## src/rtl/mem_access_unit.sv

```systemverilog
// Load/store bridge between the MEM stage and a synchronous data RAM.
// One request in flight; misaligned accesses return an exception without a RAM access.
module mem_access_unit #(
  parameter int ADDR_W = 10,
  parameter int RD_LAT = 1
) (
  input  logic              clka,
  input  logic              rst,
  input  logic              req_valid,
  output logic              req_ready,
  input  logic              req_write,
  input  logic [1:0]        req_size,
  input  logic              req_unsigned,
  input  logic [31:0]       req_addr,
  input  logic [31:0]       req_wdata,
  output logic              resp_valid,
  output logic [31:0]       resp_rdata,
  output logic              resp_exc,
  output logic [31:0]       exc_badvaddr,
  output logic              ram_en,
  output logic [3:0]        ram_we,
  output logic [ADDR_W-1:0] ram_addr,
  output logic [31:0]       ram_wdata,
  input  logic [31:0]       ram_rdata
);

  typedef enum logic [1:0] {IDLE, ISSUE, WAIT, RESP} state_t;

  state_t      state, state_next;
  logic        accept;
  logic        fault;
  logic        write_q;
  logic        unsigned_q;
  logic [1:0]  size_q;
  logic [1:0]  off_q;
  logic [1:0]  cnt;
  logic [3:0]  we_calc;
  logic [31:0] wdata_calc;
  logic [31:0] load_val;
  logic [7:0]  lane_b;
  logic [15:0] lane_h;

  assign req_ready = (state == IDLE);
  assign accept    = req_valid & req_ready;

  always_comb begin
    fault = 1'b0;
    case (req_size)
      2'b00:   fault = 1'b0;
      2'b01:   fault = req_addr[0];
      2'b10:   fault = |req_addr[1:0];
      default: fault = 1'b1;
    endcase
  end

  // Lane enables and replicated data are computed from the live request so
  // they can be registered on the accepting edge and be valid during ISSUE.
  always_comb begin
    we_calc    = 4'b0000;
    wdata_calc = req_wdata;
    case (req_size)
      2'b00: begin
        we_calc    = 4'b0001 << req_addr[1:0];
        wdata_calc = {4{req_wdata[7:0]}};
      end
      2'b01: begin
        we_calc    = req_addr[1] ? 4'b1100 : 4'b0011;
        wdata_calc = {2{req_wdata[15:0]}};
      end
      default: begin
        we_calc    = 4'b1111;
        wdata_calc = req_wdata;
      end
    endcase
    if (!req_write) begin
      we_calc = 4'b0000;
    end
  end

  always_comb begin
    lane_b   = ram_rdata[{off_q, 3'b000} +: 8];
    lane_h   = off_q[1] ? ram_rdata[31:16] : ram_rdata[15:0];
    load_val = ram_rdata;
    case (size_q)
      2'b00:   load_val = {{24{~unsigned_q & lane_b[7]}}, lane_b};
      2'b01:   load_val = {{16{~unsigned_q & lane_h[15]}}, lane_h};
      default: load_val = ram_rdata;
    endcase
  end

  always_comb begin
    state_next = state;
    case (state)
      IDLE:    if (req_valid) state_next = fault ? RESP : ISSUE;
      ISSUE:   state_next = write_q ? RESP : WAIT;
      WAIT:    if (cnt == 2'd1) state_next = RESP;
      RESP:    state_next = IDLE;
      default: state_next = IDLE;
    endcase
  end

  always_ff @(posedge clka or negedge rst) begin
    if (!rst) begin
      state        <= IDLE;
      write_q      <= 1'b0;
      unsigned_q   <= 1'b0;
      size_q       <= 2'b00;
      off_q        <= 2'b00;
      cnt          <= 2'd0;
      ram_en       <= 1'b0;
      ram_we       <= 4'b0000;
      ram_addr     <= '0;
      ram_wdata    <= '0;
      resp_valid   <= 1'b0;
      resp_rdata   <= '0;
      resp_exc     <= 1'b0;
      exc_badvaddr <= '0;
    end else begin
      state <= state_next;
      if (accept) begin
        write_q    <= req_write;
        unsigned_q <= req_unsigned;
        size_q     <= req_size;
        off_q      <= req_addr[1:0];
      end
      ram_en <= (state_next == ISSUE);
      ram_we <= (state_next == ISSUE) ? we_calc : 4'b0000;
      if (state_next == ISSUE) begin
        ram_addr  <= req_addr[ADDR_W+1:2];
        ram_wdata <= wdata_calc;
      end
      if (state == ISSUE) begin
        cnt <= 2'(RD_LAT);
      end else if (state == WAIT) begin
        cnt <= cnt - 2'd1;
      end
      // Response fields are zero whenever resp_valid is low.
      resp_valid   <= (state_next == RESP);
      resp_rdata   <= (state == WAIT && state_next == RESP) ? load_val : 32'd0;
      resp_exc     <= (state == IDLE && state_next == RESP);
      exc_badvaddr <= (state == IDLE && state_next == RESP) ? req_addr : 32'd0;
    end
  end

endmodule

```

## config.mk

```make
export PLATFORM = sky130hd
export DESIGN_NAME = mem_access_unit
export DESIGN_NICKNAME = d
export VERILOG_FILES = /design/src/rtl/mem_access_unit.sv
export SDC_FILE = /design/constraint.sdc
export NUM_CORES = 1
export LEC_CHECK = 0
export CAP_MARGIN = 20
export CELL_PAD_IN_SITES_DETAIL_PLACEMENT = 0
export CELL_PAD_IN_SITES_GLOBAL_PLACEMENT = 1
export CORE_UTILIZATION = 36
export DETAILED_ROUTE_END_ITERATION = 10
export PLACE_DENSITY_LB_ADDON = 0.1
export RECOVER_POWER = 100
export SLEW_MARGIN = 15
export SYNTH_ARGS = -nofsm -noshare
export SYNTH_HDL_FRONTEND = slang
export SYNTH_SLANG_ARGS = --single-unit
```

## constraint.sdc

```tcl
create_clock -name clka -period 6.5 [get_ports clka]
set_input_delay 1.95 -clock clka [delete_from_list [all_inputs] [get_ports clka]]
set_output_delay 1.95 -clock clka [all_outputs]
set_load 0.01 [all_outputs]
```

* After elaboration in Yosys (flattened, before gate mapping)
Index checks and enable logic that the tools add are counted.
Cells by class: add/sub/neg operators 1, equality and inequality tests 9, shifts and indexed selects 2, multiplexer cells 17, bitwise logic cells 4, reduce and logical (&&, ||, !) cells 7
Operators with widths (count):
- $pmux 32 s2 | 2
- $mux 32 | 2
- $shiftx 32x6->8 | 1
- $mux 16 | 1
- $mux 4 | 3
- $eq 2x1->1 const B | 5
- $mux 2 | 5
- $eq 2x2->1 const B | 4
- $pmux 2 s4 | 1
- $pmux 4 s2 | 1
- $logic_not 2->1 | 3
- $shl 1x2->4 const A | 1
- $and 1x1->1 | 3
- $pmux 1 s3 | 1
- $logic_and 1x1->1 | 2
- $reduce_bool 2->1 | 1
- $reduce_or 2->1 | 1
- $sub 2x1->2 const B | 1
- $mux 1 | 1
- $not 1->1 | 1
Word-level totals: register bits 123, input bits 103, logic and storage cells 54

* Depth between registers and ports, before layout
word-level depth 8, gate-level depth with buffers 10

* Worst setup path after synthesis
Ideal clock, no wire load.
path kind input-to-reg, start point input req_valid, end point register ram_addr[0], arrival 3.163 ns, setup slack 3.212 ns, stages on the path 6, buffers on the path 2, cell sequence nand2_2 > a211o_1 > nand3_1 > buf_2 > buf_4 > mux2_2
Between the ends: cells in the longest elaborated chain, start to end 3
Ends and longest elaborated chain:
- start, declared | RTL line 9 | input logic req_valid,
- $mux 2 | RTL line 94 | IDLE: if (req_valid) state_next = fault ? RESP : ISSUE;
- $pmux 2 s4 | RTL line 93 | case (state)
- $eq 2x1->1 | RTL line 128 | if (state_next == ISSUE) begin
- end signal, assigned | RTL line 129 | ram_addr <= req_addr[ADDR_W+1:2];
- end, declared | RTL line 22 | output logic [ADDR_W-1:0] ram_addr,
Every way passes these cells. A chain may end at the register's enable or synchronous reset.

* Worst setup path in the final report
start point input req_size[0], end point register ram_wdata[20]
Between the ends: cells in the longest elaborated chain, start to end 6
Ends and longest elaborated chain:
- start, declared | RTL line 12 | input logic [1:0] req_size,
- $eq 2x2->1 (tied with other cells) | RTL line 48 | case (req_size)
- $pmux 1 s3 | RTL line 48
- $mux 2 (2 in a row) | RTL line 94
- $pmux 2 s4 | RTL line 93
- $eq 2x1->1 | RTL line 128
- end signal, assigned | RTL line 130 | ram_wdata <= wdata_calc;
- end, declared | RTL line 23 | output logic [31:0] ram_wdata,
Parallel ways exist; a longest one is shown, timed or not.

==> impl_metrics.csv <==
group,metric,value,unit
sta,layout_min_cycle_time,5230,ps
synth,ys_ff_latch,123,
synth,synth-edff-count,0,
drt,drt-total-wl,13900,µm
clock_network,h-tree-depth,4,
clock_network,cts.clk_slew.worst_paths,60,ps
floorplanning,core-area,14500,µm²
pwr,p_seq_share,32.2,%
clock_network,cts_buffers,17,
grt,grt_pass1_vias,4217,
worst_setup_path,critical_path_class,"input port to flip-flop",
worst_setup_path,rrSetupSlack,3180,ps
floorplanning,start_util,37.0,%
clock_network,insertion_delay,410,ps
worst_setup_path,ff2ff_path_depth,7,
hold_path,hold_path_class,"flip-flop to flip-flop",
layout,regArea,3080,µm²
placed_design,io_buffers,216,
pwr,clkPwrFrac,25.5,%
synth,ys_seq_area_share,57.2,%
clock_network,root_buffer,"clkbuf_16",
floorplanning,die-area,15400,µm²
pwr,intPower,2.44,mW
placed_design,place_congestion,0.816,
layout,fin_cells,853,
drt,via_count,4157,
grt,antenna_found_initial,2,
worst_setup_path,r2r-end,"ram_wdata[20]",
worst_setup_path,setup.worst_path.end_class,"flip-flop",
run,maxCapViolCount,0,
sta,tightest_slew,1460,ps
layout,multi_input_area,2030,µm²
synth,synth-warning-count,0,
sta,fin_setup_tns,0,ps
pwr,cellLeakagePower,3.73,nW
worst_setup_path,worstPathMaxFanout,35,
placed_design,post-dp-hpwl,9910,µm
floorplanning,die_h,124,µm
sta,period_share,80.5,%
pwr,netSwitchingFraction,33.8,%
clock_network,cts-resized-gates,0,
drt,detail_route.wl_per_cell,16.2,µm
floorplanning,fp-row-count,44,
grt,track_usage,18.6,%
hold_path,hold_path.startpoint,"ram_wdata[5]",
pwr,power.switching,1.24,mW
clock_network,clkSinkCount,123,
synth,syn_nets,548,
synth,synthFlopType,"dfrtp_1",
clock_network,post_cts_buffers,0,
worst_setup_path,cp_common_cell,"clkbuf_1",
drt,ant_nets,0,
placed_design,dp_cells,821,
worst_setup_path,critPathMaxStageDelay,650,ps
sta,fin_worst_skew,6.60,ps
clock_network,cts_hold_buffers,0,
pwr,ir_drop,0.223,mV
drt,avgViaCountPerCell,4.87,
grt,overflow,0,
worst_setup_path,slowest_stage,"nand3_2",
sta,max_freq,191,MHz
worst_setup_path,arrival,5530,ps
sta,rsz0062_at_grt,"false",
synth,ys_async_sr_fraction,100,%
worst_setup_path,critPathLaunchType,"input port",
synth,syn_avg_cell_area,12.2,µm²
floorplanning,pin_count,217,
hold_path,hold-path-endpoint,"ram_wdata[5]",
worst_setup_path,timing.rr.start,"state[0]",
pwr,combPwrFrac,42.3,%
layout,area_delta_synth_final,51.9,%
drt,drt_first_pass_iters,4,
synth,synth_area,5380,µm²
pwr,powerDensity,451,nW/µm²
sta,max-slew-margin-rel,2.95,%
worst_setup_path,path_cells,"clkdlybuf4s50_1 -> clkbuf_1 -> nor2_1 -> a211o_1 -> nand3_2 -> clkbuf_1 -> mux2_2",
layout,n_antenna_cell,0,
drt,route.detailed.drc,0,
floorplanning,die_w,124,µm
drt,dr.first_iter.drc_count,189,
clock_network,cts_buffer_depth,2,
layout,layout-drive-gt1-share,15.5,%
layout,nets,763,
layout,n_fill_cell,1279,
hold_path,hold_depth,1,
clock_network,cts_tree,"yes",
worst_setup_path,worstPathRequired,6800,ps
sta,finalHoldViolations,0,
status,status,"complete, no violations",
grt,grt_first_pass_wirelength,22600,µm
synth,syn_inst,441,
grt,grt_max_degree,73,
sta,slew_violations,0,
synth,synth.distinct_cells,34,
sta,setup_viol,0,
-- worst max-delay path, delay by kind of cell --
kind,cells,cell delay [ps]
compound gates,1,380
mux,1,410
simple gates,2,1050
buf+inv,3,1710
-- cell families after synthesis --
group,after synthesis,share of synthesized area [%]
compound gates,84,9.33
buf+inv,39,3.26
simple gates,117,13.8
flops,123,57.2
fa+ha+maj,4,0.930
mux,74,15.4
-- flip-flops by register name, summed over array words and instances (netlist names), 2 cells and up --
| signal | cells |
|---|---|
| off_q | 2 |
| cnt | 2 |
| ram_we | 4 |
| ram_addr | 10 |
| size_q | 2 |
| state | 2 |
| exc_badvaddr | 32 |
| ram_wdata | 32 |
| resp_rdata | 32 |
-- power by group through the flow --
| stage | sequential, mW | combinational, mW | clock [mW] |
|---|---|---|---|
| after detailed placement | 1.21 | 1.71 | 0 |
| after CTS | 1.20 | 1.71 | 0.962 |
| after global placement | 1.21 | 1.67 | 0 |
| final | 1.19 | 1.56 | 0.941 |
| after floorplan | 1.26 | 0.924 | 0 |
| after global routing | 1.23 | 1.69 | 0.993 |
-- final cells by class --
cell class | instances | share of cell area, %
flip-flops and latches | 123 | 37.7
repair buffers | 224 | 27.0
multi-input cells | 279 | 24.8
clock buffers | 20 | 5.59
well taps | 184 | 2.82
clock inverters | 12 | 1.67
inverters | 11 | 0.505
-- Yosys cell counts (2+ instances only) --
cell type / count / area (µm²)
a2bb2oi_1: 7 / 61.3
buf_1: 4 / 15.0
nand3b_1: 8 / 60.1
nand2_1: 13 / 48.8
a21oi_1: 43 / 215
nor3_2: 23 / 230
nor2b_1: 11 / 68.8
dfrtp_1: 123 / 3080
mux2_2: 62 / 698
mux2i_1: 11 / 110
inv_1: 11 / 41.3
nor3_1: 3 / 15.0
nand2b_1: 2 / 12.5
o21ai_0: 18 / 90.1
ha_1: 4 / 50.1
clkbuf_1: 13 / 48.8
a22o_1: 2 / 17.5
a211o_1: 9 / 78.8
and2_1: 32 / 200
buf_4: 6 / 45.0
nor2_1: 19 / 71.3
buf_2: 5 / 25.0
-- worst max-delay path by stage --
stage	startpoint	cells after the start	endpoint
floorplan	req_valid	6	ram_addr[0]
global placement	req_size[0]	7	ram_wdata[25]
detailed placement	req_size[0]	7	ram_wdata[20]
CTS	req_size[0]	7	ram_wdata[20]
global route	req_size[0]	7	ram_wdata[19]
finish	req_size[0]	7	ram_wdata[20]
-- through the flow --
step                instance area (µm²)  worst slack [ps]  utilization (%)  power (mW)  hold slack [ps]
floorplan                          5380              3210                -        2.19              488
global placement                   7700              1730             53.0        2.88              487
detailed placement                 7700              1640             53.0        2.92              493
CTS                                8300              2090             57.1        3.88              506
global route                       8170              1040             56.2        3.91              519
finish                             8170              1270             56.2        3.68              498
-- cells in the final DEF (no fill, tap or decap), drive strengths merged, types with 7 or more instances in the layout --
cell type,instances
mux2i,11
o21ai,18
nand2,14
inv,15
clkdlybuf4s50,100
a21oi,43
a211o,9
a2bb2oi,7
nor2b,11
nor3,26
clkbuf,24
dlygate4sd3,115
nor2,20
and2,32
nand3b,8
dfrtp,123
mux2,62
-- routing by layer --
metal  GRT usage [%]  wire [µm]
met3            5.95        891
met5               0         12
met4            7.16        197
met2            29.1       6680
met1            23.9       6080
Note: power is estimated with default switching activity, not from simulation.
